==> config.mk <==
export PLATFORM = sky130hd
export DESIGN_NAME = timebase_event_scheduler_flat
export DESIGN_NICKNAME = d
export VERILOG_FILES = /design/src/rtl/timebase_event_scheduler_pkg.sv /design/src/rtl/timebase_event_scheduler_if.sv /design/src/rtl/timebase_event_scheduler_rr_arbiter.sv /design/src/rtl/timebase_event_scheduler.sv /design/src/flat_wrapper.sv
export SDC_FILE = /design/constraint.sdc
export NUM_CORES = 1
export LEC_CHECK = 0
export CAP_MARGIN = 20
export CORE_MARGIN = 2
export CORE_UTILIZATION = 50
export CTS_CLUSTER_SIZE = 12
export DETAILED_ROUTE_END_ITERATION = 8
export HOLD_SLACK_MARGIN = 0.08
export PLACE_DENSITY = 0.81
export SYNTH_ARGS = -nofsm -noshare
export SYNTH_HDL_FRONTEND = slang
export SYNTH_SLANG_ARGS = --single-unit
==> constraint.sdc <==
create_clock -name clk -period 7.7 [get_ports clk]
set_input_delay 0.77 -clock clk [delete_from_list [all_inputs] [get_ports clk]]
set_output_delay 0.77 -clock clk [all_outputs]
set_load 0.005 [all_outputs]
==> src/rtl/timebase_event_scheduler_pkg.sv <==
// Shared types and default widths for the time base / alarm scheduler.
//   slot_state_t : per-slot alarm lifecycle (IDLE -> ARMED -> PENDING -> IN_OUT -> IDLE)
//   *_DEF        : default parameter values used by the interface and top module
package timebase_pkg;

  localparam int          TIME_W_DEF     = 32;
  localparam int          FRAC_W_DEF     = 8;
  localparam int          NUM_SLOTS_DEF  = 4;
  localparam int          SLOT_W_DEF     = 2;
  localparam logic [63:0] STEP_RESET_DEF = 64'h100;

  typedef enum logic [1:0] {
    IDLE    = 2'd0,
    ARMED   = 2'd1,
    PENDING = 2'd2,
    IN_OUT  = 2'd3
  } slot_state_t;

endpackage

==> src/rtl/timebase_event_scheduler_if.sv <==
// Handshake bundle between requesters/consumers and the scheduler.
//   arm_valid/arm_slot/arm_time -> arm_ready : arm one alarm slot
//   evt_valid/evt_slot/evt_time -> evt_ready : expired alarm delivery
// master = requester/consumer side, slave = scheduler side.
interface timebase_event_scheduler_if
  import timebase_pkg::*;
#(
  parameter int TIME_W = TIME_W_DEF,
  parameter int SLOT_W = SLOT_W_DEF
);

  logic              arm_valid;
  logic [SLOT_W-1:0] arm_slot;
  logic [TIME_W-1:0] arm_time;
  logic              arm_ready;

  logic              evt_valid;
  logic [SLOT_W-1:0] evt_slot;
  logic [TIME_W-1:0] evt_time;
  logic              evt_ready;

  modport master (
    output arm_valid, arm_slot, arm_time, evt_ready,
    input  arm_ready, evt_valid, evt_slot, evt_time
  );

  modport slave (
    input  arm_valid, arm_slot, arm_time, evt_ready,
    output arm_ready, evt_valid, evt_slot, evt_time
  );

endinterface

==> src/rtl/timebase_event_scheduler_rr_arbiter.sv <==
// Round-robin arbiter over NUM_SLOTS requests.
//   clk, rst : clock, asynchronous active-high reset
//   i_req    : request vector
//   i_en     : grant is taken this cycle; pointer moves to the granted index
//   o_grant  : one-hot grant
//   o_idx    : granted index
//   o_any    : at least one request present
// Search starts at pointer+1, so the last winner has lowest priority.
module rr_arbiter
  import timebase_pkg::*;
#(
  parameter int NUM_SLOTS = NUM_SLOTS_DEF,
  parameter int SLOT_W    = SLOT_W_DEF
) (
  input  logic                 clk,
  input  logic                 rst,
  input  logic [NUM_SLOTS-1:0] i_req,
  input  logic                 i_en,
  output logic [NUM_SLOTS-1:0] o_grant,
  output logic [SLOT_W-1:0]    o_idx,
  output logic                 o_any
);

  logic [SLOT_W-1:0] r_ptr;
  logic              w_found;
  logic [SLOT_W-1:0] w_cand;

  always_comb begin
    o_grant = '0;
    o_idx   = '0;
    w_found = 1'b0;
    w_cand  = '0;
    for (int off = 1; off <= NUM_SLOTS; off++) begin
      w_cand = SLOT_W'((int'(r_ptr) + off) % NUM_SLOTS);
      if (!w_found && i_req[w_cand]) begin
        w_found         = 1'b1;
        o_idx           = w_cand;
        o_grant[w_cand] = 1'b1;
      end
    end
    o_any = w_found;
  end

  always_ff @(posedge clk or posedge rst) begin
    if (rst) begin
      r_ptr <= SLOT_W'(NUM_SLOTS - 1);
    end else if (i_en && o_any) begin
      r_ptr <= o_idx;
    end
  end

endmodule

==> src/rtl/timebase_event_scheduler.sv <==
// Fixed-point time base (ns.frac) advanced by a programmable step per clock,
// plus NUM_SLOTS one-shot alarms sharing one registered event output.
//   clk, rst     : clock, asynchronous active-high reset
//   en           : time base advances by step on each edge when high
//   cfg_step_we  : load cfg_step into the step register (used from next edge)
//   cfg_step     : new step, TIME_W.FRAC_W fixed point
//   now_time     : current time register
//   bus (slave)  : arm handshake in, event handshake out
module timebase_event_scheduler
  import timebase_pkg::*;
#(
  parameter int          TIME_W     = TIME_W_DEF,
  parameter int          FRAC_W     = FRAC_W_DEF,
  parameter int          NUM_SLOTS  = NUM_SLOTS_DEF,
  parameter int          SLOT_W     = SLOT_W_DEF,
  parameter logic [63:0] STEP_RESET = STEP_RESET_DEF
) (
  input  logic                     clk,
  input  logic                     rst,
  input  logic                     en,
  input  logic                     cfg_step_we,
  input  logic [TIME_W+FRAC_W-1:0] cfg_step,
  output logic [TIME_W+FRAC_W-1:0] now_time,
  timebase_event_scheduler_if.slave bus
);

  localparam int STEP_W = TIME_W + FRAC_W;

  // Wrap-aware "now has reached target": the difference is treated as a
  // signed distance, giving a half-range (2^(TIME_W-1) ns) look-back window.
  function automatic logic is_expired(input logic [TIME_W-1:0] now_int,
                                      input logic [TIME_W-1:0] tgt);
    logic signed [TIME_W-1:0] d;
    d = signed'(now_int - tgt);
    return !d[TIME_W-1];
  endfunction

  logic [STEP_W-1:0]    r_now;
  logic [STEP_W-1:0]    r_step;
  slot_state_t          r_state  [NUM_SLOTS];
  logic [TIME_W-1:0]    r_target [NUM_SLOTS];

  logic                 r_evt_vld_p1;
  logic [SLOT_W-1:0]    r_evt_slot_p1;
  logic [TIME_W-1:0]    r_evt_time_p1;

  logic [TIME_W-1:0]    w_now_int;
  logic [NUM_SLOTS-1:0] w_req;
  logic [NUM_SLOTS-1:0] w_grant;
  logic [SLOT_W-1:0]    w_idx;
  logic                 w_any;
  logic                 w_load;
  logic                 w_evt_hs;
  logic                 w_arm_hs;

  assign w_now_int = r_now[STEP_W-1:FRAC_W];
  assign now_time  = r_now;

  // Output register can take a new event when empty or being drained.
  assign w_load   = !r_evt_vld_p1 || bus.evt_ready;
  assign w_evt_hs = r_evt_vld_p1 && bus.evt_ready;

  assign bus.arm_ready = (r_state[bus.arm_slot] == IDLE);
  assign w_arm_hs      = bus.arm_valid && bus.arm_ready;

  always_comb begin
    w_req = '0;
    for (int i = 0; i < NUM_SLOTS; i++) begin
      w_req[i] = (r_state[i] == PENDING);
    end
  end

  rr_arbiter #(
    .NUM_SLOTS (NUM_SLOTS),
    .SLOT_W    (SLOT_W)
  ) u_arb (
    .clk     (clk),
    .rst     (rst),
    .i_req   (w_req),
    .i_en    (w_load),
    .o_grant (w_grant),
    .o_idx   (w_idx),
    .o_any   (w_any)
  );

  always_ff @(posedge clk or posedge rst) begin
    if (rst) begin
      r_now  <= '0;
      r_step <= STEP_RESET[STEP_W-1:0];
    end else begin
      if (en) begin
        r_now <= r_now + r_step;
      end
      if (cfg_step_we) begin
        r_step <= cfg_step;
      end
    end
  end

  always_ff @(posedge clk or posedge rst) begin
    if (rst) begin
      for (int i = 0; i < NUM_SLOTS; i++) begin
        r_state[i] <= IDLE;
      end
    end else begin
      for (int i = 0; i < NUM_SLOTS; i++) begin
        case (r_state[i])
          IDLE:    if (w_arm_hs && bus.arm_slot == SLOT_W'(i)) r_state[i] <= ARMED;
          ARMED:   if (is_expired(w_now_int, r_target[i]))     r_state[i] <= PENDING;
          PENDING: if (w_load && w_grant[i])                   r_state[i] <= IN_OUT;
          IN_OUT:  if (w_evt_hs && r_evt_slot_p1 == SLOT_W'(i)) r_state[i] <= IDLE;
          default: r_state[i] <= IDLE;
        endcase
      end
    end
  end

  // Targets are pure data qualified by the slot state; no reset needed.
  always_ff @(posedge clk) begin
    for (int i = 0; i < NUM_SLOTS; i++) begin
      if (r_state[i] == IDLE && w_arm_hs && bus.arm_slot == SLOT_W'(i)) begin
        r_target[i] <= bus.arm_time;
      end
    end
  end

  // ---- stage p1: registered event output ----
  always_ff @(posedge clk or posedge rst) begin
    if (rst) begin
      r_evt_vld_p1  <= 1'b0;
      r_evt_slot_p1 <= '0;
      r_evt_time_p1 <= '0;
    end else if (w_load) begin
      r_evt_vld_p1 <= w_any;
      if (w_any) begin
        r_evt_slot_p1 <= w_idx;
        r_evt_time_p1 <= r_target[w_idx];
      end
    end
  end

  assign bus.evt_valid = r_evt_vld_p1;
  assign bus.evt_slot  = r_evt_slot_p1;
  assign bus.evt_time  = r_evt_time_p1;

endmodule

==> src/flat_wrapper.sv <==
// flat-port wrapper written by rule: the top's interface ports become plain ports
module timebase_event_scheduler_flat import timebase_pkg::*;
#(
  parameter int          TIME_W     = TIME_W_DEF,
  parameter int          FRAC_W     = FRAC_W_DEF,
  parameter int          NUM_SLOTS  = NUM_SLOTS_DEF,
  parameter int          SLOT_W     = SLOT_W_DEF,
  parameter logic [63:0] STEP_RESET = STEP_RESET_DEF
)
  (clk, rst, en, cfg_step_we, cfg_step, now_time, bus_arm_valid, bus_arm_slot, bus_arm_time, bus_evt_ready, bus_arm_ready, bus_evt_valid, bus_evt_slot, bus_evt_time);
  timebase_event_scheduler_if #(.TIME_W(TIME_W), .SLOT_W(SLOT_W)) bus_i ();
  input  logic clk;
  input  logic rst;
  input  logic en;
  input  logic cfg_step_we;
  input  logic [TIME_W+FRAC_W-1:0] cfg_step;
  output logic [TIME_W+FRAC_W-1:0] now_time;
  input wire logic [$bits(bus_i.arm_valid)-1:0] bus_arm_valid;
  input wire logic [$bits(bus_i.arm_slot)-1:0] bus_arm_slot;
  input wire logic [$bits(bus_i.arm_time)-1:0] bus_arm_time;
  input wire logic [$bits(bus_i.evt_ready)-1:0] bus_evt_ready;
  output wire logic [$bits(bus_i.arm_ready)-1:0] bus_arm_ready;
  output wire logic [$bits(bus_i.evt_valid)-1:0] bus_evt_valid;
  output wire logic [$bits(bus_i.evt_slot)-1:0] bus_evt_slot;
  output wire logic [$bits(bus_i.evt_time)-1:0] bus_evt_time;
  assign bus_i.arm_valid = bus_arm_valid;
  assign bus_i.arm_slot = bus_arm_slot;
  assign bus_i.arm_time = bus_arm_time;
  assign bus_i.evt_ready = bus_evt_ready;
  assign bus_arm_ready = bus_i.arm_ready;
  assign bus_evt_valid = bus_i.evt_valid;
  assign bus_evt_slot = bus_i.evt_slot;
  assign bus_evt_time = bus_i.evt_time;
  timebase_event_scheduler #(.TIME_W(TIME_W), .FRAC_W(FRAC_W), .NUM_SLOTS(NUM_SLOTS), .SLOT_W(SLOT_W), .STEP_RESET(STEP_RESET)) u_core (.clk(clk), .rst(rst), .en(en), .cfg_step_we(cfg_step_we), .cfg_step(cfg_step), .now_time(now_time), .bus(bus_i));
endmodule
=== Word level (Yosys, flattened, before mapping) ===
Memory sizes are Yosys's and may differ from the RTL's. A register that Yosys moved wholly into a read port is not among the register bits.
Cells that the tools add are included.

* Register bits: 93
* Bits in writable memories: 128
* Memories kept: 1

* Add/sub/neg operators: 9
* $lt $le $gt $ge: 9
* Equal/unequal tests: 34
* Muxes and demuxes: 68
* Bitwise logic cells: 4
* Reductions and logical operators: 50

{| class="wikitable"
|+ Memories
! name !! depth !! width !! read ports !! clocked after Yosys merged registers in !! wr ports !! RTL line !! RTL
|-
| u_core.r_target || 4 || 32 || 5 || 1 || 1 || timebase_event_scheduler.sv:41 || <nowiki>logic [TIME_W-1:0] r_target [NUM_SLOTS];</nowiki>
|}

{| class="wikitable"
|+ Operators by type and width
! cell !! count
|-
| $sub 32x32->32 || 4
|-
| $mux 32 || 3
|-
| $reduce_or 32->1 || 3
|-
| $mux 2 || 25
|-
| $add 40x40->40 || 1
|-
| $pmux 2 s4 || 4
|-
| $logic_and 1x1->1 || 30
|-
| $eq 2x2->1 const B || 12
|-
| $ne 2x1->1 const B || 12
|-
| $mux 1 || 23
|-
| $mux 4 || 4
|-
| $reduce_and 4->1 || 4
|-
| $logic_not 2->1 || 7
|-
| $eq 2x1->1 const B || 6
|-
| $lt 2x3->1 const B || 4
|-
| $or 4x4->4 || 3
|-
| $bmux 1 s2 || 4
|-
| $demux 1 s2 || 4
|-
| $ge 2x1->1 const B || 4
|-
| $ne 2x2->1 const B || 4
|-
| $add 2x1->2 const B || 2
|-
| $add 2x2->2 const B || 2
|-
| $bmux 2 s2 || 1
|-
| $logic_not 1->1 || 4
|-
| other kinds (4) || 4
|}

=== Longest topological paths before layout ===
Gate-level depths: netlist (run 1).

* Depth in word-level cells: 16
* Mapped depth: 13
* Depth with buffers taken out: 12

=== By module ===
From an unflattened synthesis (run 1), not the netlist that was laid out.

* Cells, all modules: 1322
* Area total of the unflattened synthesis: 15443.6 um2

{| class="wikitable"
|+ Modules (own cells, without submodules)
! module !! times used !! cells each !! area each (um2)
|-
| timebase_event_scheduler || 1 || 1243 || 14789.2
|-
| rr_arbiter || 1 || 79 || 654.4
|}

=== Least setup slack after synthesis (run 1) ===
OpenSTA, ideal clock, no wires.

* Path kind: input to register
* From: input bus_arm_valid
* To: memory u_core.r_target[1][0] in the netlist's numbering, enable pin
* Arrival time: 3.963 ns
* Data required time: 7.198 ns
* Setup slack: 3.235 ns
* Cell stages on the path: 2
* Buffers on the path: 0
* Cell sequence: nand2_1 nor4bb_1

* Longest elaborated chain between the ends: 9
* Elaborated cells on any way between the ends: 26
* Classes of those cells: mux: 14; reduce/logical: 12

{| class="wikitable"
|+ Ends and longest elaborated chain
! what !! RTL line !! RTL
|-
| start: declaration || flat_wrapper.sv:18 || <nowiki>input wire logic [$bits(bus_i.arm_valid)-1:0] bus_arm_valid;</nowiki>
|-
| $logic_and 1x1->1 (*) || timebase_event_scheduler.sv:64 || <nowiki>assign w_arm_hs = bus.arm_valid && bus.arm_ready;</nowiki>
|-
| $logic_and 1x1->1 (2 in series) || timebase_event_scheduler.sv:121 || <nowiki>if (r_state[i] == IDLE && w_arm_hs && bus.arm_slot == SLOT_W'(i)) begin</nowiki>
|-
| $mux 1 || timebase_event_scheduler.sv:121 ||
|-
| $mux 1 (implied by the code) || timebase_event_scheduler.sv:122 || <nowiki>r_target[i] <= bus.arm_time;</nowiki>
|-
| $reduce_or 32->1 (no source line) || n/a ||
|-
| $mux 2 (no source line) or $mux 1 (tied branches) (3 in series) || n/a ||
|-
| end: declaration || timebase_event_scheduler.sv:41 ||
|}

Mark *: on every way between the ends. The rest lies on a longest branch, timed or not.

=== Worst setup path in the final report (run 1) ===
* From: register u_core.u_arb.r_ptr[0]
* To: register u_core.r_evt_time_p1[25] (netlist: u_core.bus.evt_time[25]) (read register of u_core.r_target)

* Longest elaborated chain between the ends: 14
* Elaborated cells on any way between the ends: 27
* Classes of those cells: add/sub: 4; mux: 16; reduce/logical: 7

{| class="wikitable"
|+ Ends and longest elaborated chain
! what !! RTL line !! RTL
|-
| start: declaration || timebase_event_scheduler_rr_arbiter.sv:24 || <nowiki>logic [SLOT_W-1:0] r_ptr;</nowiki>
|-
| start signal: assignment || timebase_event_scheduler_rr_arbiter.sv:46 || <nowiki>r_ptr <= SLOT_W'(NUM_SLOTS - 1);</nowiki>
|-
| start signal: assignment || timebase_event_scheduler_rr_arbiter.sv:48 || <nowiki>r_ptr <= o_idx;</nowiki>
|-
| $add 2x1->2 || timebase_event_scheduler_rr_arbiter.sv:34 || <nowiki>w_cand = SLOT_W'((int'(r_ptr) + off) % NUM_SLOTS);</nowiki>
|-
| $bmux 1 s2 || timebase_event_scheduler_rr_arbiter.sv:35 || <nowiki>if (!w_found && i_req[w_cand]) begin</nowiki>
|-
| $mux 1 (implied by the code) || timebase_event_scheduler_rr_arbiter.sv:35 ||
|-
| $mux 1 || timebase_event_scheduler_rr_arbiter.sv:35 ||
|-
| $logic_not 1->1 || timebase_event_scheduler_rr_arbiter.sv:35 ||
|-
| $logic_and 1x1->1 || timebase_event_scheduler_rr_arbiter.sv:35 ||
|-
| $mux 1 || timebase_event_scheduler_rr_arbiter.sv:35 ||
|-
| $logic_not 1->1 || timebase_event_scheduler_rr_arbiter.sv:35 ||
|-
| $logic_and 1x1->1 || timebase_event_scheduler_rr_arbiter.sv:35 ||
|-
| $mux 1 || timebase_event_scheduler_rr_arbiter.sv:35 ||
|-
| $logic_not 1->1 || timebase_event_scheduler_rr_arbiter.sv:35 ||
|-
| $logic_and 1x1->1 || timebase_event_scheduler_rr_arbiter.sv:35 ||
|-
| $mux 1 || timebase_event_scheduler_rr_arbiter.sv:35 ||
|-
| $reduce_and 2->1 (no source line) || n/a ||
|-
| end: declaration || timebase_event_scheduler.sv:45 || <nowiki>logic [TIME_W-1:0] r_evt_time_p1;</nowiki>
|}

Several ways; a longest one is shown, not always the timed one. The select of a mux whose other input is x is not followed.
A chain may end at the register's enable or synchronous reset.

==> results of run 1 <==
## where the power goes
| group | internal, uW | leakage [uW] | switching, uW |
|---|---|---|---|
| clock | 763 | 0.000445 | 541 |
| sequential | 1720 | 0.00263 | 437 |
| combinational | 1890 | 0.00501 | 2180 |
| total | 4370 | 0.00808 | 3160 |
## flip-flops by register name, summed over array words and instances (netlist names)
register and flops:
u_core.r_step 40, u_core.r_state 8, u_core.bus.evt_valid 1, u_core.bus.evt_slot 2, u_core.r_target 128, u_core.now_time 40
u_core.bus.evt_time 32, u_core.u_arb.r_ptr 2
## final cells by class
class / instances / area, um2 / area share (%)
multi-input combinational: 966 / 7540 / 41.7
sequential: 253 / 6980 / 38.6
timing repair buffer: 163 / 1600 / 8.86
clock buffer: 41 / 812 / 4.49
inverter: 149 / 562 / 3.11
tap: 390 / 488 / 2.70
clock inverter: 13 / 87.6 / 0.485
antenna: 1 / 2.50 / 0.0138
## worst max-delay path by stage
stage	endpoint	startpoint	slack, ns	cells past startpoint
after global placement	u_core.bus.evt_time[0]	u_core.u_arb.r_ptr[0]	4.00	9
after CTS	u_core.bus.evt_time[25]	u_core.u_arb.r_ptr[0]	3.86	10
final	u_core.bus.evt_time[25]	u_core.u_arb.r_ptr[0]	3.80	10
after detailed placement	u_core.bus.evt_time[25]	u_core.u_arb.r_ptr[0]	3.87	10
after global routing	u_core.bus.evt_time[19]	u_core.u_arb.r_ptr[0]	3.54	10
after floorplan	u_core.r_target[1][0]	bus_arm_valid	3.23	2
## cells by family (layout without fill, tap and decap cells)
group	after synthesis	in the layout	synth area share, %
AOI/OAI and AO/OA	347	347	14.7
xor gates and xnor gates	40	40	2.30
adders and majority gates	190	190	15.7
buffers and inverters	193	366	4.86
DFF	253	253	45.8
muxes	98	98	7.37
other	0	1	0
and+or+nand+nor	291	291	9.27
## cells in the final DEF (no fill, tap or decap), drive strengths merged, types with 8 or more instances in the layout
| cell type | count |
|---|---|
| a21o | 68 |
| a21oi | 140 |
| buf | 10 |
| clkbuf | 41 |
| clkdlybuf4s50 | 153 |
| clkinv | 11 |
| dfrtp | 122 |
| edfxtp | 128 |
| ha | 189 |
| inv | 150 |
| mux2 | 85 |
| mux2i | 12 |
| nand2 | 81 |
| nand2b | 8 |
| nand3 | 8 |
| nand4 | 31 |
| nor2 | 100 |
| nor2b | 8 |
| nor3 | 13 |
| o211ai | 10 |
| o21ai | 41 |
| o221ai | 33 |
| xnor2 | 24 |
| xor2 | 16 |
## routing by layer
metal / wire length (um) / GRT usage (%)
met1: 16900 / 31.8
met2: 18300 / 40.8
met3: 2150 / 3.18
met4: 1580 / 10.2
met5: 27 / 0
## worst reg2reg max path, stage by stage (launching register included)
cell	delay, ns
dfstp_2	0.72
inv_1	0.20
ha_1	0.42
mux4_1	0.33
nor2b_4	0.17
o21ai_0	0.20
o21a_4	0.55
buf_4	0.69
nor2_1	0.15
a21oi_1	0.17
o221ai_1	0.14
## stage by stage
step	total power (uW)	utilization (%)	instances	hold slack, ns	setup slack [ns]
6_report	7520	60.6	1976	0.491	3.80
5_1_grt	8090	60.6	1976	0.527	3.54
4_1_cts	7510	60.6	1975	0.496	3.86
3_5_place_dp	6180	57.6	1921	0.483	3.87
3_3_place_gp	6020	57.6	1921	0.476	4.00
2_1_floorplan	4880	-	1412	0.480	3.23
==> flow_summary.ini, run 1 <==
[final_layout]
fillers = 2392
area_delta_synth_final_pct = 18.7
final_nets = 1832
drive_gt1_share_pct = 10.3
finalInstanceArea_um2 = 18100

[die]
placementRows = 63
start_util_pct = 51.1
die_area_um2 = 31900
die_width_um = 178
core_area_um2 = 29800
fp.dieH_um = 178
io_pins = 156

[clock_network]
holdBufCountCts = 0
numCtsBuffers = 29
path_clk_slew_ns = 0.06
post_cts_buffers = 0
clk_latency_ns = 0.55
post_cts_resize_count = 0
cts_root_buf = clkbuf_16
cts_tree = yes
cts.htree.levels = 1
cts_buffer_depth = 3
cts.sinks = 253

[worst_setup_path]
crit_arrival_ns = 4.27
crit_buf_inv = 2
path_class = flop to flop
max_stage_delay_ns = 0.72
cp_max_fo = 71
cp_cell_sequence = inv_1 -> ha_1 -> mux4_1 -> nor2b_4 -> o21ai_0 -> o21a_4 -> buf_4 -> nor2_1 -> a21oi_1 -> o221ai_1
path_delay_family = compound AO/OA/AOI/OAI gates
reg2reg_slack_ns = 3.80
r2r-end = u_core.bus.evt_time[25]
cp.required_ns = 8.07
startpoint_type = flop
setup.worst_path.end_class = flop
critPathSlowestCell = dfstp_2
r2r_cells = 10
rr_startpoint = u_core.u_arb.r_ptr[0]

[drt]
drc = 0
drtIter0Drc = 864
avgViaCountPerCell = 5.79
drt_first_pass_iters = 5
wl_per_cell_um = 19.7
drt-total-wl_um = 39000
vias = 11400
antenna_left = 0

[yosys]
syn_inst = 1412
yosysTopAreaCell = edfxtp_1
synth_ff_type = edfxtp_1
synth_area_um2 = 15200
synth_top_area_share_pct = 25.3
synth-edff-count = 128
seq_area_frac_synth_pct = 45.8
yosysMostFrequentCell = ha_1
ys_types = 71
synthArstFlopShare_pct = 49.4
synth_commonest_cells = 189 x ha_1, 149 x inv_1, 139 x a21oi_1
avgSynthCellArea_um2 = 10.8
synth-seq-cells = 253
yosysWarnings = 0
synth_nets = 1682
synthTopCellsByArea = edfxtp_1 25%, dfrtp_1 20%, ha_1 16%

[global_route]
grt_pass1_vias = 11500
grt_start_max_net_pins = 72
grt_overflow = 0
antenna_found_initial = 3
track_usage_pct = 24.3
grt_pass1_wl_um = 60600

[timing]
rsz0062_at_grt = false
period_needed_ns = 3.90
finalHoldViolCount = 0
slew-limit-headroom_pct = 31.0
finalCritPeriodShare_pct = 50.7
drv_slew = 0
max_freq_mhz = 256
finalSetupViolCount = 0
skew_ns = 0.0175
worst_pin_slew_ns = 1.03
setup_tns_ns = 0

[power_and_ir_drop]
ir_drop_v = 0.000246
powerDensity_nw_per_um2 = 416
leakagePower_uw = 0.00808

[min_path]
hp-class = flop to flop
min_path_cells = 2
hold_start = u_core.bus.evt_time[10]
worstHoldEndpoint = u_core.bus.evt_time[10]

[placed_design]
hpwl_um = 28000
placed_area_um2 = 17200
port_buffers = 155
finalWeightedCongestion = 0.923

[run]
maxCapViolCount = 0

[outcome]
status = finished clean
Note: power is estimated with default switching activity, not from simulation.
==> run 2: changes to the inputs <==
Settings changed: PLACE_DENSITY 0.81 to 0.83.
Clock period 7.7 ns to 3.3 ns, I/O delays scaled along.
==> flow_summary.ini, run 2 (synthesis gave the netlist of run 1 again) <==
[placed_design]
dp_cells = 1957
hpwl_um = 28400
port_buffers = 155
finalWeightedCongestion = 0.938

[final_layout]
fin_cells = 2017
drive_gt1_share_pct = 13.3
final_nets = 1873
final_common_cell = ha_1
layout.cells.most_common_list = 187 x ha_1, 153 x clkdlybuf4s50_1, 148 x inv_1, 136 x a21oi_1, 128 x edfxtp_1
area_delta_synth_final_pct = 21.3
top_register = u_core.r_target
largest_register_ffs = 128

[global_route]
grt-busiest-layer = met2
grt_pass1_vias = 11900
use_met1_pct = 33.0
grt_start_max_net_pins = 126
antenna_found_initial = 2
grt_pass1_wl_um = 63200
track_usage_pct = 25.3
grt_use_met2_pct = 43.3
use_met3_pct = 3.11
grt_overflow = 0

[worst_setup_path]
path_class = flop to flop
path_delay_family = compound AO/OA/AOI/OAI gates
crit_buf_inv = 0
cp_cell_sequence = ha_1 -> a21oi_1 -> o21ai_0 -> a21oi_1 -> o221ai_1 -> or2_2 -> a21o_1 -> a21o_1 -> a41oi_1 -> xnor2_1 -> mux2_2
cp.required_ns = 3.73
startpoint_type = flop
setup.worst_path.end_class = flop
crit_arrival_ns = 3.59
critPathSlowestCell = dfrtp_1
cp_max_fo = 7
max_stage_delay_ns = 0.41

[timing]
finalSetupViolCount = 0
worst_pin_slew_ns = 1.06
finalCritPeriodShare_pct = 95.9
skew_ns = 0.0194
finalHoldViolCount = 0
period_needed_ns = 3.16
rsz0062_at_grt = true
max_freq_mhz = 316
drv_slew = 0
slew-limit-headroom_pct = 29.5

[drt]
antenna_left = 0
drt-total-wl_um = 40000
avgViaCountPerCell = 5.83
vias = 11800
wl_per_cell_um = 19.8
drc = 0
drtIter0Drc = 895
drt_first_pass_iters = 6

[die]
io_pins = 156
start_util_pct = 51.1
core_area_um2 = 29800
die_area_um2 = 31900
placementRows = 63
die_width_um = 178
fp.dieH_um = 178

[run]
maxCapViolCount = 0

[power_and_ir_drop]
power_uw = 18300
ir_drop_v = 0.000733
leakagePower_uw = 0.00829
powerDensity_nw_per_um2 = 993

[clock_network]
numCtsBuffers = 28
cts.htree.levels = 1
cts.sinks = 253
cts_root_buf = clkbuf_16
cts_buffer_depth = 3
clk_latency_ns = 0.56
cts_tree = yes
path_clk_slew_ns = 0.06

[min_path]
hp-class = input port to asynchronous set/reset pin

[outcome]
status = finished clean
[run 2: cell types whose count changed in the layout (fill, tap and decap cells not counted), sizes merged]
| cell | change |
|---|---|
| bufinv | +2 |
| buf | +42 |
| clkinv | -1 |
| clkbuf | -2 |
| inv | -2 |
| diode | +1 |
| clkinvlp | +1 |
[run 2: layout make-up]
cell class                 count  area [um2]
sequential                   253        6980
timing repair buffer         205        1940
clock buffer                  39         752
tap                          390         488
inverter                     149         563
clock inverter                13         153
multi-input combinational    966        7580
antenna                        2        5.00
fill                        2352       11300
[run 2: path summary, 6_finish.rpt]
| path | from | end | slack, ns | cells past startpoint |
|---|---|---|---|---|
| min in group clk | cfg_step[9] | u_core.r_step[9] | 0.39 | 2 |
| hold / removal | rst | u_core.r_step[29] | 0.35 | 3 |
| setup reg to reg | u_core.r_step[18] | u_core.now_time[33] | 0.14 | 11 |
| hold reg to reg | u_core.bus.evt_time[29] | u_core.bus.evt_time[29] | 0.49 | 2 |
| setup / recovery | u_core.r_step[18] | u_core.now_time[33] | 0.14 | 11 |
| max in group asynchronous | rst | u_core.r_step[13] | 2.42 | 3 |
[run 2: repair_timing]
item | 4_1_cts | 5_1_grt
setup buffers | 0 | 6
hold buffers | 0 | 0
resized for setup | 0 | 13
setup endpoints to repair | 0 | 11
[run 2: power breakdown]
part           switching, uW  leakage, uW  internal (uW)  total, uW
logic                   5690      0.00522           4840      10500
registers                687      0.00263           4010       4700
clock network           1270     0.000444           1820       3090
total                   7650      0.00829          10700      18300
[run 2: worst register-to-register path: cells and delay by family (launching register included)]
kind	cells	cell delay, ns
compound gates	7	1.54
xor+xnor	1	0.09
fa+ha+maj	1	0.39
flops	1	0.41
mux	1	0.27
simple gates	1	0.35
[run 2: layer usage]
layer	vias to the layer above	wire length, um
met3	87	2520
met1	5693	16900
met5	-	13
met2	450	19200
li1	5527	-
met4	2	1390
[run 2: through the flow]
| stage | setup TNS [ns] | util, % | worst slack [ns] | cell area, um2 | hold WS (ns) |
|---|---|---|---|---|---|
| 2_1_floorplan | 0 | - | 0.177 | 15200 | 0.429 |
| 3_3_place_gp | 0 | 58.6 | 0.185 | 17500 | 0.472 |
| 3_5_place_dp | 0 | 58.6 | 0.0474 | 17500 | 0.477 |
| 4_1_cts | 0 | 61.6 | 0.0127 | 18400 | 0.375 |
| 5_1_grt | -0.0282 | 61.9 | -0.0282 | 18500 | 0.395 |
| 6_report | 0 | 62.0 | 0.135 | 18500 | 0.350 |
